File: config.mk
export PLATFORM = sky130hd
export DESIGN_NAME = axi4lite_sys_bridge
export DESIGN_NICKNAME = d
export VERILOG_FILES = /design/src/rtl/axi4lite_sys_bridge.sv
export SDC_FILE = /design/constraint.sdc
export NUM_CORES = 1
export LEC_CHECK = 0
export ABC_AREA = 1
export CAP_MARGIN = 10
export CORE_MARGIN = 2
export CORE_UTILIZATION = 50
export DETAILED_ROUTE_END_ITERATION = 16
export PLACE_DENSITY = 0.95
export SLEW_MARGIN = 40
export SYNTH_ARGS = -nofsm -noshare
export SYNTH_HDL_FRONTEND = slang
export SYNTH_SLANG_ARGS = --single-unit
File: constraint.sdc
create_clock -name aclk_i -period 4.6 [get_ports aclk_i]
set_input_delay 0.92 -clock aclk_i [delete_from_list [all_inputs] [get_ports aclk_i]]
set_output_delay 0.92 -clock aclk_i [all_outputs]
set_load 0.02 [all_outputs]
File: src/rtl/axi4lite_sys_bridge.sv
// AXI4-Lite slave to simple system register bus bridge.
// One transaction in flight; a watchdog turns a silent bus into SLVERR.
module axi4lite_sys_bridge #(
  parameter int AW      = 32,
  parameter int DW      = 32,
  parameter int TIMEOUT = 255
) (
  input  logic            aclk_i,
  input  logic            arst_i,
  input  logic [AW-1:0]   axi_awaddr_i,
  input  logic            axi_awvalid_i,
  output logic            axi_awready_o,
  input  logic [DW-1:0]   axi_wdata_i,
  input  logic [DW/8-1:0] axi_wstrb_i,
  input  logic            axi_wvalid_i,
  output logic            axi_wready_o,
  output logic [1:0]      axi_bresp_o,
  output logic            axi_bvalid_o,
  input  logic            axi_bready_i,
  input  logic [AW-1:0]   axi_araddr_i,
  input  logic            axi_arvalid_i,
  output logic            axi_arready_o,
  output logic [DW-1:0]   axi_rdata_o,
  output logic [1:0]      axi_rresp_o,
  output logic            axi_rvalid_o,
  input  logic            axi_rready_i,
  output logic [AW-1:0]   sys_addr_o,
  output logic [DW-1:0]   sys_wdata_o,
  output logic [DW/8-1:0] sys_sel_o,
  output logic            sys_wen_o,
  output logic            sys_ren_o,
  input  logic [DW-1:0]   sys_rdata_i,
  input  logic            sys_err_i,
  input  logic            sys_ack_i
);

  localparam int CW = (TIMEOUT < 2) ? 1 : $clog2(TIMEOUT);
  localparam logic [CW-1:0] CNT_LAST = CW'(TIMEOUT - 1);

  typedef enum logic [2:0] {
    IDLE, WR_COLLECT, WR_BUS, WR_RESP, RD_BUS, RD_RESP
  } state_e;

  state_e            state_q, state_d;
  logic              aw_got_q, aw_got_d;
  logic              w_got_q, w_got_d;
  logic [AW-1:0]     awaddr_q, awaddr_d;
  logic [DW-1:0]     wdata_q, wdata_d;
  logic [DW/8-1:0]   wstrb_q, wstrb_d;
  logic [CW-1:0]     cnt_q, cnt_d;
  logic [AW-1:0]     sys_addr_q, sys_addr_d;
  logic [DW-1:0]     sys_wdata_q, sys_wdata_d;
  logic [DW/8-1:0]   sys_sel_q, sys_sel_d;
  logic              sys_wen_q, sys_wen_d;
  logic              sys_ren_q, sys_ren_d;
  logic              bvalid_q, bvalid_d;
  logic [1:0]        bresp_q, bresp_d;
  logic              rvalid_q, rvalid_d;
  logic [1:0]        rresp_q, rresp_d;
  logic [DW-1:0]     rdata_q, rdata_d;

  logic collect, aw_hs, w_hs, ar_hs, timeout;

  assign collect = (state_q == IDLE) || (state_q == WR_COLLECT);
  assign axi_awready_o = collect && !aw_got_q;
  assign axi_wready_o  = collect && !w_got_q;
  // Write side wins: AR is held off while any write beat is offered.
  assign axi_arready_o = (state_q == IDLE) && !axi_awvalid_i && !axi_wvalid_i;

  assign aw_hs   = axi_awvalid_i && axi_awready_o;
  assign w_hs    = axi_wvalid_i && axi_wready_o;
  assign ar_hs   = axi_arvalid_i && axi_arready_o;
  assign timeout = (cnt_q == CNT_LAST);

  always_comb begin
    state_d     = state_q;
    aw_got_d    = aw_got_q;
    w_got_d     = w_got_q;
    awaddr_d    = awaddr_q;
    wdata_d     = wdata_q;
    wstrb_d     = wstrb_q;
    cnt_d       = cnt_q;
    sys_addr_d  = sys_addr_q;
    sys_wdata_d = sys_wdata_q;
    sys_sel_d   = sys_sel_q;
    sys_wen_d   = 1'b0;
    sys_ren_d   = 1'b0;
    bvalid_d    = bvalid_q;
    bresp_d     = bresp_q;
    rvalid_d    = rvalid_q;
    rresp_d     = rresp_q;
    rdata_d     = rdata_q;
    unique case (state_q)
      IDLE, WR_COLLECT: begin
        if (aw_hs) begin
          aw_got_d = 1'b1;
          awaddr_d = axi_awaddr_i;
        end
        if (w_hs) begin
          w_got_d = 1'b1;
          wdata_d = axi_wdata_i;
          wstrb_d = axi_wstrb_i;
        end
        if ((aw_got_q || aw_hs) && (w_got_q || w_hs)) begin
          state_d     = WR_BUS;
          aw_got_d    = 1'b0;
          w_got_d     = 1'b0;
          cnt_d       = '0;
          sys_wen_d   = 1'b1;
          sys_addr_d  = aw_hs ? axi_awaddr_i : awaddr_q;
          sys_wdata_d = w_hs ? axi_wdata_i : wdata_q;
          sys_sel_d   = w_hs ? axi_wstrb_i : wstrb_q;
        end else if (aw_hs || w_hs) begin
          state_d = WR_COLLECT;
        end else if (ar_hs) begin
          state_d    = RD_BUS;
          cnt_d      = '0;
          sys_ren_d  = 1'b1;
          sys_addr_d = axi_araddr_i;
        end
      end
      WR_BUS: begin
        if (sys_ack_i) begin
          state_d  = WR_RESP;
          bvalid_d = 1'b1;
          bresp_d  = sys_err_i ? 2'b10 : 2'b00;
        end else if (timeout) begin
          state_d  = WR_RESP;
          bvalid_d = 1'b1;
          bresp_d  = 2'b10;
        end else begin
          cnt_d = cnt_q + 1'b1;
        end
      end
      RD_BUS: begin
        if (sys_ack_i) begin
          state_d  = RD_RESP;
          rvalid_d = 1'b1;
          rdata_d  = sys_rdata_i;
          rresp_d  = sys_err_i ? 2'b10 : 2'b00;
        end else if (timeout) begin
          state_d  = RD_RESP;
          rvalid_d = 1'b1;
          rdata_d  = '0;
          rresp_d  = 2'b10;
        end else begin
          cnt_d = cnt_q + 1'b1;
        end
      end
      WR_RESP: begin
        if (axi_bready_i) begin
          state_d  = IDLE;
          bvalid_d = 1'b0;
        end
      end
      RD_RESP: begin
        if (axi_rready_i) begin
          state_d  = IDLE;
          rvalid_d = 1'b0;
        end
      end
      default: state_d = IDLE;
    endcase
  end

  always_ff @(posedge aclk_i) begin
    if (arst_i) begin
      state_q     <= IDLE;
      aw_got_q    <= 1'b0;
      w_got_q     <= 1'b0;
      awaddr_q    <= '0;
      wdata_q     <= '0;
      wstrb_q     <= '0;
      cnt_q       <= '0;
      sys_addr_q  <= '0;
      sys_wdata_q <= '0;
      sys_sel_q   <= '0;
      sys_wen_q   <= 1'b0;
      sys_ren_q   <= 1'b0;
      bvalid_q    <= 1'b0;
      bresp_q     <= 2'b00;
      rvalid_q    <= 1'b0;
      rresp_q     <= 2'b00;
      rdata_q     <= '0;
    end else begin
      state_q     <= state_d;
      aw_got_q    <= aw_got_d;
      w_got_q     <= w_got_d;
      awaddr_q    <= awaddr_d;
      wdata_q     <= wdata_d;
      wstrb_q     <= wstrb_d;
      cnt_q       <= cnt_d;
      sys_addr_q  <= sys_addr_d;
      sys_wdata_q <= sys_wdata_d;
      sys_sel_q   <= sys_sel_d;
      sys_wen_q   <= sys_wen_d;
      sys_ren_q   <= sys_ren_d;
      bvalid_q    <= bvalid_d;
      bresp_q     <= bresp_d;
      rvalid_q    <= rvalid_d;
      rresp_q     <= rresp_d;
      rdata_q     <= rdata_d;
    end
  end

  assign axi_bvalid_o = bvalid_q;
  assign axi_bresp_o  = bresp_q;
  assign axi_rvalid_o = rvalid_q;
  assign axi_rresp_o  = rresp_q;
  assign axi_rdata_o  = rdata_q;
  assign sys_addr_o   = sys_addr_q;
  assign sys_wdata_o  = sys_wdata_q;
  assign sys_sel_o    = sys_sel_q;
  assign sys_wen_o    = sys_wen_q;
  assign sys_ren_o    = sys_ren_q;

endmodule
# After elaboration in Yosys (flattened, before gate mapping)
# Cells that the tools add are included.
[totals]
regBits = 189
input_bits = 141
elab_cells = 112
[classes]
add_sub_neg = 1
eq_ne = 16
muxes = 39
bitwise = 1
n_reduce_logical = 38
[ops]
columns = ["op", "count"]
rows = [
  ["32-bit 2-to-1 mux", 7],
  ["8-bit 2-to-1 mux", 5],
  ["3-bit 2-to-1 mux", 9],
  ["8-bit one-hot mux with 2 select lines", 1],
  ["3-bit one-hot mux with 5 select lines", 1],
  ["2-bit nonzero test", 7],
  ["3-bit inequality test, second input constant", 4],
  ["1-bit 2-to-1 mux", 10],
  ["2-bit inequality test, second input constant", 5],
  ["2-bit AND reduction", 5],
  ["5-bit AND reduction", 2],
  ["3-bit AND reduction", 3],
  ["8-bit by 1-bit adder with 8-bit output, second input constant", 1],
  ["8-bit equality test, second input constant", 1],
  ["1-bit logical AND", 8],
  ["3-bit by 2-bit equality test with 1-bit output, second input constant", 2],
  ["3-bit equality test, second input constant", 2],
  ["2-bit 2-to-1 mux", 3],
  ["2-bit OR reduction", 3],
  ["1-bit zero test", 4],
  ["1-bit logical OR", 4],
  ["4-bit 2-to-1 mux", 1],
  ["4-bit inequality test, second input constant", 1],
  ["1-bit one-hot mux with 2 select lines", 2],
  ["other kinds (4)", 4],
]

# Depth between registers and ports, before layout
# Gate-level depths: netlist of the first run.
[depth]
ltp_word = 8
ltp_mapped = 12
ltp_nobuf = 12

# Worst setup path after synthesis of the first run
# Ideal clock, no wire load.
[synth_timing]
path_type = "input to output"
from = "input axi_awvalid_i"
to = "output axi_arready_o"
arrival_ps = 1630
required_ps = 3680
path_slack_ps = 2050
cell_stages = 1
n_path_buf = 0
cell_sequence = "nor4_1"
[synth_between]
elab_chain_len = 3
[synth_rtl]
columns = ["item", "line", "source"]
rows = [
  ["start: declaration", "11", "input logic axi_awvalid_i,"],
  ["1-bit zero test", "68", "assign axi_arready_o = (state_q == IDLE) && !axi_awvalid_i && !axi_wvalid_i;"],
  ["1-bit logical AND (2 in a row)", "68", ""],
  ["end: declaration", "22", "output logic axi_arready_o,"],
]
# Every way passes these cells.

# Final worst setup path of the first run
# Ends and elaborated chain as after synthesis.

==> results of run 1 <==
[final cells by class]
type / instances / area (um^2) / share of cell area
flip-flops and latches: 187 / 3740 / 0.347
clock buffers: 18 / 439 / 0.0407
clock inverters: 14 / 155 / 0.0144
multi-input cells: 705 / 3120 / 0.289
repair buffers: 257 / 2550 / 0.237
inverters: 136 / 513 / 0.0475
well taps: 211 / 264 / 0.0245
[worst max-delay path by stage]
stage,startpoint,cells after the start,end,slack (ns)
after floorplan,axi_awvalid_i,1,axi_arready_o,2.05
after global placement,axi_wvalid_i,10,sys_addr_o[2],1.33
after detailed placement,axi_wvalid_i,10,sys_addr_o[24],1.22
after CTS,axi_awvalid_i,3,axi_arready_o,1.22
after global routing,axi_awvalid_i,3,axi_arready_o,1.17
final,axi_awvalid_i,3,axi_arready_o,1.22
[cell usage after synthesis (all sizes together), types with 23 or more instances]
library cell and count:
a21oi 80, buf 32, clkbuf 28, dfxtp 187, inv 135, nand2 285, nand3 23, nor2 163
o21ai 140
[routing by layer]
| metal | global-route usage | up-vias |
|---|---|---|
| met5 | 0 | - |
| li1 | - | 3781 |
| met1 | 0.307 | 3481 |
| met2 | 0.441 | 320 |
| met3 | 0.0702 | 42 |
| met4 | 0.0940 | 0 |
[through the flow]
stage                     setup slack [ns]  instance area, um^2
final                                 1.22                10800
after global routing                  1.17                10800
after CTS                             1.22                10800
after detailed placement              1.22                10200
after global placement                1.33                10200
after floorplan                       2.05                 7840
[power breakdown]
part           internal (mW)  switching, mW
clock                  0.782          0.676
sequential              2.01          0.192
combinational          0.898           1.53
[flip-flops by register name, summed over array words and instances (netlist names)]
signal,flops
sys_wdata_o,32
axi_rvalid_o,1
axi_bresp_o,1
awaddr_q,32
wstrb_q,4
w_got_q,1
axi_rdata_o,32
axi_rresp_o,1
sys_ren_o,1
aw_got_q,1
sys_wen_o,1
wdata_q,32
cnt_q,8
axi_bvalid_o,1
state_q,3
sys_sel_o,4
sys_addr_o,32
[critical path, cell delays in order]
cell             delay [ns]
clkdlybuf4s50_1        0.51
nor4_1                 0.37
clkdlybuf4s50_1        0.67
[cells by family after synthesis]
logic type / Yosys count
flip-flops: 187
buffers and inverters: 199
AO/OA/AOI/OAI: 221
AND/OR/NAND/NOR: 480
adder cells (fa/ha/maj): 2
other: 1
==> run_results.csv, run 1 <==
group,metric,value,unit
pwr,p_total,6.08,mW
synth,synth_edf_count,0,
status,status,"completed",
place,gp_congestion,0.847,
synth,synth-xor-area-share,0,
clock_tree,postCtsSetupBuffers,0,
synth,synthCells,1090,
synth,synth_compound_area_frac,0.145,
setup_path,regToRegEndpoint,"sys_addr_o[9]",
synth,synth-async-reset-ratio,0,
detailed_routing,ant_nets,0,
hold_path,min_path_cells,2,
setup_path,crit_fanout,3,
synth,synth_top_cell_area_share,0.478,
synth,syn_avg_cell_area,7.18,um^2
finish,drive_gt1_frac,0.0562,
detailed_routing,wl_met3,1760,um
die,core,15300,um^2
global_routing,antenna_found_initial,0,
detailed_routing,routedWlPerCell,14.2,um
synth,synth_top_family_by_area,"simple AND/OR/NAND/NOR gates",
hold_path,worstHoldStart,"axi_bresp_o[1]",
finish,fin_nets,1447,
place,numPlacedInstances,1496,
die,rows,45,
die,die_w,129,um
detailed_routing,first_pass_iters,7,
die,die_area,16700,um^2
global_routing,grt_max_degree,86,
finish,final_util,0.707,
clock_tree,insertion_delay,0.43,ns
setup_path,worstSetupStartpointType,"primary input",
synth,ys.flop_type,"dfxtp_1",
detailed_routing,dr.max_layer_used,"met4",
clock_tree,cts_resized,0,
setup_path,worst_ep_arrival_time,2.46,ns
detailed_routing,routed_wirelength,21700,um
clock_tree,clk_path_buf_depth,2,
clock_tree,cts-root-buf,"clkbuf_16",
clock_tree,hold_buffers,0,
synth,syn_area,7830,um^2
clock_tree,htreeDepth,4,
hold_path,hold_class,"register to register",
clock_tree,cts_tree,"built",
finish,layout_common_cells,"nand2_1 (279), clkdlybuf4s50_1 (248), dfxtp_1 (187), nor2_1 (154), inv_1 (131)",
synth,ys_ff_latch,187,
synth,synth-simple-area-share,0.249,
global_routing,grtUsageTotal,0.257,
place,numPortBuffers,249,
setup_path,cp-end-kind,"output port",
sta,final.period_utilization,0.735,
detailed_routing,vias_per_cell,4.99,
die,io_pins,252,
setup_path,setup.worst_path.class,"primary input to output port",
detailed_routing,drt_iter0_markers,432,
sta,hold_slack,0.454,ns
finish,stdcell_count,1528,
detailed_routing,via_count,7624,
detailed_routing,met2WireLength,10400,um
place,dpl.hpwl,14800,um
clock_tree,clock_sinks,187,
hold_path,min_to,"axi_bresp_o[1]",
detailed_routing,post-route-drc-count,0,
synth,yosys_warnings,0,
synth,ys_top_cells_by_area,"dfxtp_1 (48%), nand2_1 (13%), o21ai_0 (7.4%)",
pwr,power_leakage,4.35,nW
setup_path,reg2reg_depth,10,
detailed_routing,wirelength_met1,9010,um
setup_path,cp_data_required_time,3.68,ns
global_routing,grt_pass1_vias,7297,
sta,worst_pin_slew,0.812,ns
synth,synthAdderAreaFrac,0.00320,
run,cap_violations,0,
setup_path,worstReg2RegStart,"state_q[2]",
sta,rsz0062_at_grt,"false",
global_routing,grt.overflow.total,0,
sta,final-setup-viol-count,0,
sta,relSlewSlack,0.455,
finish,nFillCells,1151,
die,chipHeight,129,um
finish,syn2layout_area_growth,37.8,%
sta,setup_tns,0,ns
pwr,peakVddDrop,0.347,mV
synth,ys_seq_area_frac,0.478,
sta,fin_worst_skew,0.0134,ns
global_routing,grt_pass1_wl,34300,um
finish,final_common_cell,"nand2_1",
clock_tree,cts_buffers,17,
synth,synthMuxAreaShare,0,
sta,fmax,296,MHz
pwr,power_density,564,nW/um^2
synth,synth_top_cell_by_area,"dfxtp_1",
sta,period_needed,3.38,ns
sta,report.final.slew_viol_count,0,
synth,synth_cell_type_count,35,
finish,antennaDiodeCount,0,
sta,hold_violations,0,
die,initial_core_util,0.513,
setup_path,r2r_slack,2.15,ns
clock_tree,clkTransAtPathRegs,0.06,ns
No activity file was read; power rests on OpenSTA's default activity.
==> run 2, diff against run 1 <==
--- a/config.mk
+++ b/config.mk
@@ -8,9 +8,9 @@
 export ABC_AREA = 1
 export CAP_MARGIN = 10
 export CORE_MARGIN = 2
-export CORE_UTILIZATION = 50
+export CORE_UTILIZATION = 46
 export DETAILED_ROUTE_END_ITERATION = 16
-export PLACE_DENSITY = 0.95
+export PLACE_DENSITY = 0.91
 export SLEW_MARGIN = 40
 export SYNTH_ARGS = -nofsm -noshare
 export SYNTH_HDL_FRONTEND = slang
==> constraint.sdc (replaced) <==
create_clock -name aclk_i -period 3.2 [get_ports aclk_i]
set_input_delay 0.64 -clock aclk_i [delete_from_list [all_inputs] [get_ports aclk_i]]
set_output_delay 0.64 -clock aclk_i [all_outputs]
set_load 0.02 [all_outputs]
==> run 2 against run 1 <==
Compared with the run above:
- utilization is 5.4 points lower
- critical path depth increased by 1
- final area rose by 0.37%
- global-route usage down 3.1 points
- worst hold slack improved by 0.0025 ns
==> run_results.csv, run 2 (synthesis gave the netlist of run 1 again) <==
group,metric,value,unit
sta,relSlewSlack,0.469,
global_routing,grt_pass1_wl,33100,um
place,dp_slack,0.413,ns
setup_path,cp_data_required_time,2.56,ns
setup_path,worstPathCellList,"nor2_4 > inv_1 > nor4_1 > clkdlybuf4s50_1",
finish,fin_nets,1452,
hold_path,hold_class,"register to register",
die,chipHeight,134,um
pwr,power_density,800,nW/um^2
clock_tree,clkTransAtPathRegs,0.07,ns
detailed_routing,ant_nets,0,
finish,nFillCells,1352,
die,initial_core_util,0.472,
sta,period_needed,2.84,ns
sta,final.period_utilization,0.886,
die,die_w,134,um
detailed_routing,first_pass_iters,5,
sta,report.final.slew_viol_count,0,
sta,final-setup-viol-count,0,
die,io_pins,252,
clock_tree,cts-root-buf,"clkbuf_16",
sta,fmax,353,MHz
detailed_routing,vias_per_cell,4.84,
global_routing,grt_pass1_vias,7012,
status,status,"completed",
pwr,p_seq_frac,0.362,
pwr,swShare,0.391,
sta,setup_ws,0.365,ns
clock_tree,cts_buffers,17,
pwr,clkPwrFrac,0.236,
pwr,combPwrFrac,0.402,
setup_path,worst_ep_arrival_time,2.20,ns
clock_tree,insertion_delay,0.42,ns
place,gp_congestion,0.780,
sta,rsz0062_at_grt,"false",
finish,syn2layout_area_growth,38.3,%
clock_tree,clk_path_buf_depth,2,
finish,drive_gt1_frac,0.0605,
place,dpl.hpwl,14300,um
die,die_area,18100,um^2
detailed_routing,post-route-drc-count,0,
pwr,power_leakage,4.39,nW
detailed_routing,routed_wirelength,20700,um
clock_tree,hold_buffers,0,
setup_path,slowest_delay,0.67,ns
setup_path,worstSetupStartpointType,"register",
clock_tree,postCtsSetupBuffers,0,
die,core,16600,um^2
setup_path,cp-end-kind,"output port",
die,rows,47,
pwr,peakVddDrop,0.524,mV
place,numPortBuffers,249,
finish,final_common_cell,"nand2_1",
detailed_routing,via_count,7457,
setup_path,crit_fanout,7,
sta,hold_violations,0,
finish,antennaDiodeCount,0,
detailed_routing,routedWlPerCell,13.4,um
detailed_routing,drt_iter0_markers,375,
pwr,internal_power,5.28,mW
global_routing,antenna_found_initial,0,
finish,stdcell_count,1542,
sta,worst_pin_slew,0.796,ns
clock_tree,cts_tree,"built",
finish,layout_common_cells,"nand2_1 (279), clkdlybuf4s50_1 (248), dfxtp_1 (187), nor2_1 (154), inv_1 (132)",
setup_path,slowest_stage,"clkdlybuf4s50_1",
run,cap_violations,0,
sta,setup_tns,0,ns
clock_tree,clock_sinks,187,
global_routing,grtUsageTotal,0.226,
clock_tree,htreeDepth,4,
setup_path,setup.worst_path.class,"register to output port",
clock_tree,cts_resized,0,
global_routing,grt_max_degree,71,
sta,fin_worst_skew,0.0133,ns
global_routing,grt.overflow.total,0,
pwr,p_switching,3.38,mW
place,numPlacedInstances,1510,
-- run 2: cell count changes in the layout (fill, tap and decap cells not counted), sizes merged --
cell	delta
clkbuf	+1
inv	+4
clkinv	-2
buf	+5
clkinvlp	-2
bufinv	-1
-- run 2: per-stage QoR --
stage | utilization | cell area [um^2] | total power [mW] | hold WS [ns]
2_1_floorplan | - | 7840 | 5.57 | 0.459
3_3_place_gp | 0.618 | 10300 | 6.54 | 0.446
3_5_place_dp | 0.618 | 10300 | 6.63 | 0.449
4_1_cts | 0.653 | 10800 | 8.70 | 0.459
5_1_grt | 0.653 | 10800 | 9.24 | 0.482
6_report | 0.653 | 10800 | 8.67 | 0.457
-- run 2: power by group through the flow --
| stage | sequential, mW | combinational (mW) | clock [mW] |
|---|---|---|---|
| CTS | 3.14 | 3.49 | 2.08 |
| global placement | 3.16 | 3.37 | 0 |
| global route | 3.20 | 3.86 | 2.18 |
| floorplan | 3.49 | 2.09 | 0 |
| detailed placement | 3.17 | 3.46 | 0 |
| finish | 3.14 | 3.48 | 2.05 |
-- run 2: layout make-up --
class                   instances  area [um^2]  area share
repair buffers                262         2600       0.240
flip-flops and latches        187         3740       0.346
inverters                     136          513      0.0474
multi-input cells             705         3120       0.288
clock buffers                  19          453      0.0418
well taps                     220          275      0.0254
clock inverters                13          124      0.0114
-- run 2: final timing paths --
check,start,end,slack [ns],cells past startpoint
setup / recovery,state_q[2],axi_arready_o,0.36,4
hold / removal,axi_bresp_o[1],axi_bresp_o[1],0.46,2
setup reg to reg,state_q[2],sys_addr_o[4],1.21,10
hold reg to reg,axi_bresp_o[1],axi_bresp_o[1],0.46,2
-- run 2: critical path: cells and delay by family, from the launching register on --
kind,cells,cell delay (ns)
buffers and inverters,2,0.88
and+or+nand+nor,2,0.54
DFF,1,0.36
-- run 2: per-layer routing --
layer	vias to the layer above	part of all wire	wire length, um	track usage
met2	299	0.47	9750	0.377
met4	0	0.019	395	0.0661
met1	3326	0.42	8730	0.277
li1	3803	-	-	-
met3	29	0.090	1860	0.0773
met5	-	0	0	0
==> run 3, diff against run 2 <==
--- a/config.mk
+++ b/config.mk
@@ -6,11 +6,11 @@
 export NUM_CORES = 1
 export LEC_CHECK = 0
 export ABC_AREA = 1
-export CAP_MARGIN = 10
 export CORE_MARGIN = 2
-export CORE_UTILIZATION = 46
+export CORE_UTILIZATION = 47
 export DETAILED_ROUTE_END_ITERATION = 16
-export PLACE_DENSITY = 0.91
+export DONT_BUFFER_PORTS = 1
+export PLACE_DENSITY = 0.73
 export SLEW_MARGIN = 40
 export SYNTH_ARGS = -nofsm -noshare
 export SYNTH_HDL_FRONTEND = slang
==> run 3 against run 2 <==
Compared with the run above:
- critical endpoint is now axi_wready_o
- wire length is 15% lower
- critical path type unchanged
- clock power hardly changed
- worst hold slack worse by 0.17 ns
- highest routed layer unchanged
==> run_results.csv, run 3 (synthesis gave the netlist of run 1 again) <==
group,metric,value,unit
sta,period_needed,2.36,ns
sta,rsz0062_at_grt,"false",
sta,final-setup-viol-count,0,
clock_tree,hold_buffers,0,
setup_path,r2r_slack,1.09,ns
finish,fin_area,8280,um^2
run,cap_violations,0,
die,rows,47,
sta,setup_tns,0,ns
finish,layout_common_cells,"nand2_1 (279), dfxtp_1 (187), nor2_1 (154), inv_1 (132), o21ai_0 (116)",
setup_path,worstReg2RegStart,"state_q[2]",
setup_path,worst_ep_arrival_time,1.72,ns
place,gp_congestion,0.815,
detailed_routing,drt_iter0_markers,382,
setup_path,slowest_delay,0.49,ns
detailed_routing,via_count,6302,
die,chipHeight,133,um
hold_path,worstHoldStart,"arst_i",
detailed_routing,routed_wirelength,17500,um
finish,nFillCells,1634,
die,core,16400,um^2
place,numPortBuffers,0,
finish,final_common_cell,"nand2_1",
finish,antennaDiodeCount,0,
sta,hold_violations,0,
pwr,p_total,7.76,mW
clock_tree,htreeDepth,4,
sta,relSlewSlack,0.585,
setup_path,slowest_stage,"nor2_1",
place,numPlacedInstances,1256,
pwr,p_seq_frac,0.455,
clock_tree,cts_resized,0,
sta,final.period_utilization,0.739,
global_routing,grt_pass1_vias,5705,
sta,fin_worst_skew,0.0110,ns
setup_path,regToRegEndpoint,"cnt_q[4]",
finish,syn2layout_area_growth,5.78,%
clock_tree,clkTransAtPathRegs,0.07,ns
sta,worst_pin_slew,0.622,ns
die,io_pins,252,
pwr,clkPwrFrac,0.262,
clock_tree,postCtsSetupBuffers,0,
finish,drive_gt1_frac,0.0693,
clock_tree,cts_tree,"built",
finish,fin_nets,1198,
place,place_area,7720,um^2
setup_path,cp-end-kind,"output port",
global_routing,grtUsageTotal,0.196,
pwr,power_density,937,nW/um^2
setup_path,cpLargestDelayFamily,"simple AND/OR/NAND/NOR gates",
detailed_routing,ant_nets,0,
pwr,internal_power,4.59,mW
hold_path,hold_class,"primary input to register",
global_routing,antenna_found_initial,0,
detailed_routing,vias_per_cell,4.89,
setup_path,critical_path_buf_inv_count,1,
setup_path,cp_data_required_time,2.56,ns
sta,fmax,423,MHz
clock_tree,cts-root-buf,"clkbuf_16",
setup_path,worstPathCellList,"nor2_4 > inv_1 > nor2_1",
global_routing,grt.overflow.total,0,
pwr,combPwrFrac,0.283,
sta,report.final.slew_viol_count,0,
setup_path,endpoint,"axi_wready_o",
setup_path,worstSetupStartpointType,"register",
place,dpl.hpwl,11400,um
finish,stdcell_count,1288,
pwr,swShare,0.409,
setup_path,startpoint,"state_q[2]",
clock_tree,clk_path_buf_depth,2,
finish,final_util,0.505,
clock_tree,insertion_delay,0.43,ns
setup_path,setup.worst_path.class,"register to output port",
setup_path,cp.depth,3,
pwr,p_switching,3.17,mW
detailed_routing,routedWlPerCell,13.6,um
die,die_area,17700,um^2
die,initial_core_util,0.477,
clock_tree,cts_buffers,17,
status,status,"completed",
global_routing,grt_max_degree,145,
setup_path,reg2reg_depth,8,
global_routing,grt_pass1_wl,28100,um
die,die_w,133,um
pwr,peakVddDrop,0.560,mV
detailed_routing,first_pass_iters,7,
detailed_routing,post-route-drc-count,0,
pwr,power_leakage,3.42,nW
setup_path,crit_fanout,7,
hold_path,min_path_cells,1,
clock_tree,clock_sinks,187,
==> run 3: layout make-up <==
class	instances	area, um^2	area share
inverters	136	515	0.0622
well taps	220	275	0.0332
clock buffers	18	439	0.0530
repair buffers	8	60.1	0.00725
clock inverters	14	129	0.0156
multi-input cells	705	3120	0.377
flip-flops and latches	187	3740	0.452
==> run 3: per-layer routing <==
layer,GRT usage,routed length (um)
met1,0.243,7680
met2,0.311,7940
met3,0.0785,1620
met4,0.0627,301
met5,0,0
==> run 3: power by group through the flow <==
stage	sequential [mW]	clock, mW	combinational [mW]
4_1_cts	3.53	2.09	2.22
3_3_place_gp	3.58	0	2.16
6_report	3.54	2.03	2.19
5_1_grt	3.59	2.18	2.58
3_5_place_dp	3.58	0	2.20
2_1_floorplan	3.49	0	2.09
==> run 3: worst min-delay path by stage <==
stage                      endpoint  slack [ns]
floorplan                  aw_got_q        0.46
CTS                 sys_wdata_o[16]        0.25
global placement           aw_got_q        0.47
detailed placement         aw_got_q        0.47
finish              axi_rdata_o[29]        0.29
global route         axi_rdata_o[1]        0.26
==> run 3: worst reg2reg max path: stages, from the launching register on <==
cell      delay [ns]
dfxtp_1         0.35
nor2_4          0.27
nand3_4         0.14
nand2_2         0.13
nand2_4         0.34
nand3_2         0.31
nand3_2         0.23
o21bai_1        0.19
nor2_1          0.05
==> run 3: stage by stage <==
step,hold slack (ns),setup slack [ns]
3_5_place_dp,0.472,1.05
6_report,0.286,0.835
3_3_place_gp,0.465,1.13
5_1_grt,0.256,0.747
2_1_floorplan,0.459,1.21
4_1_cts,0.253,0.808
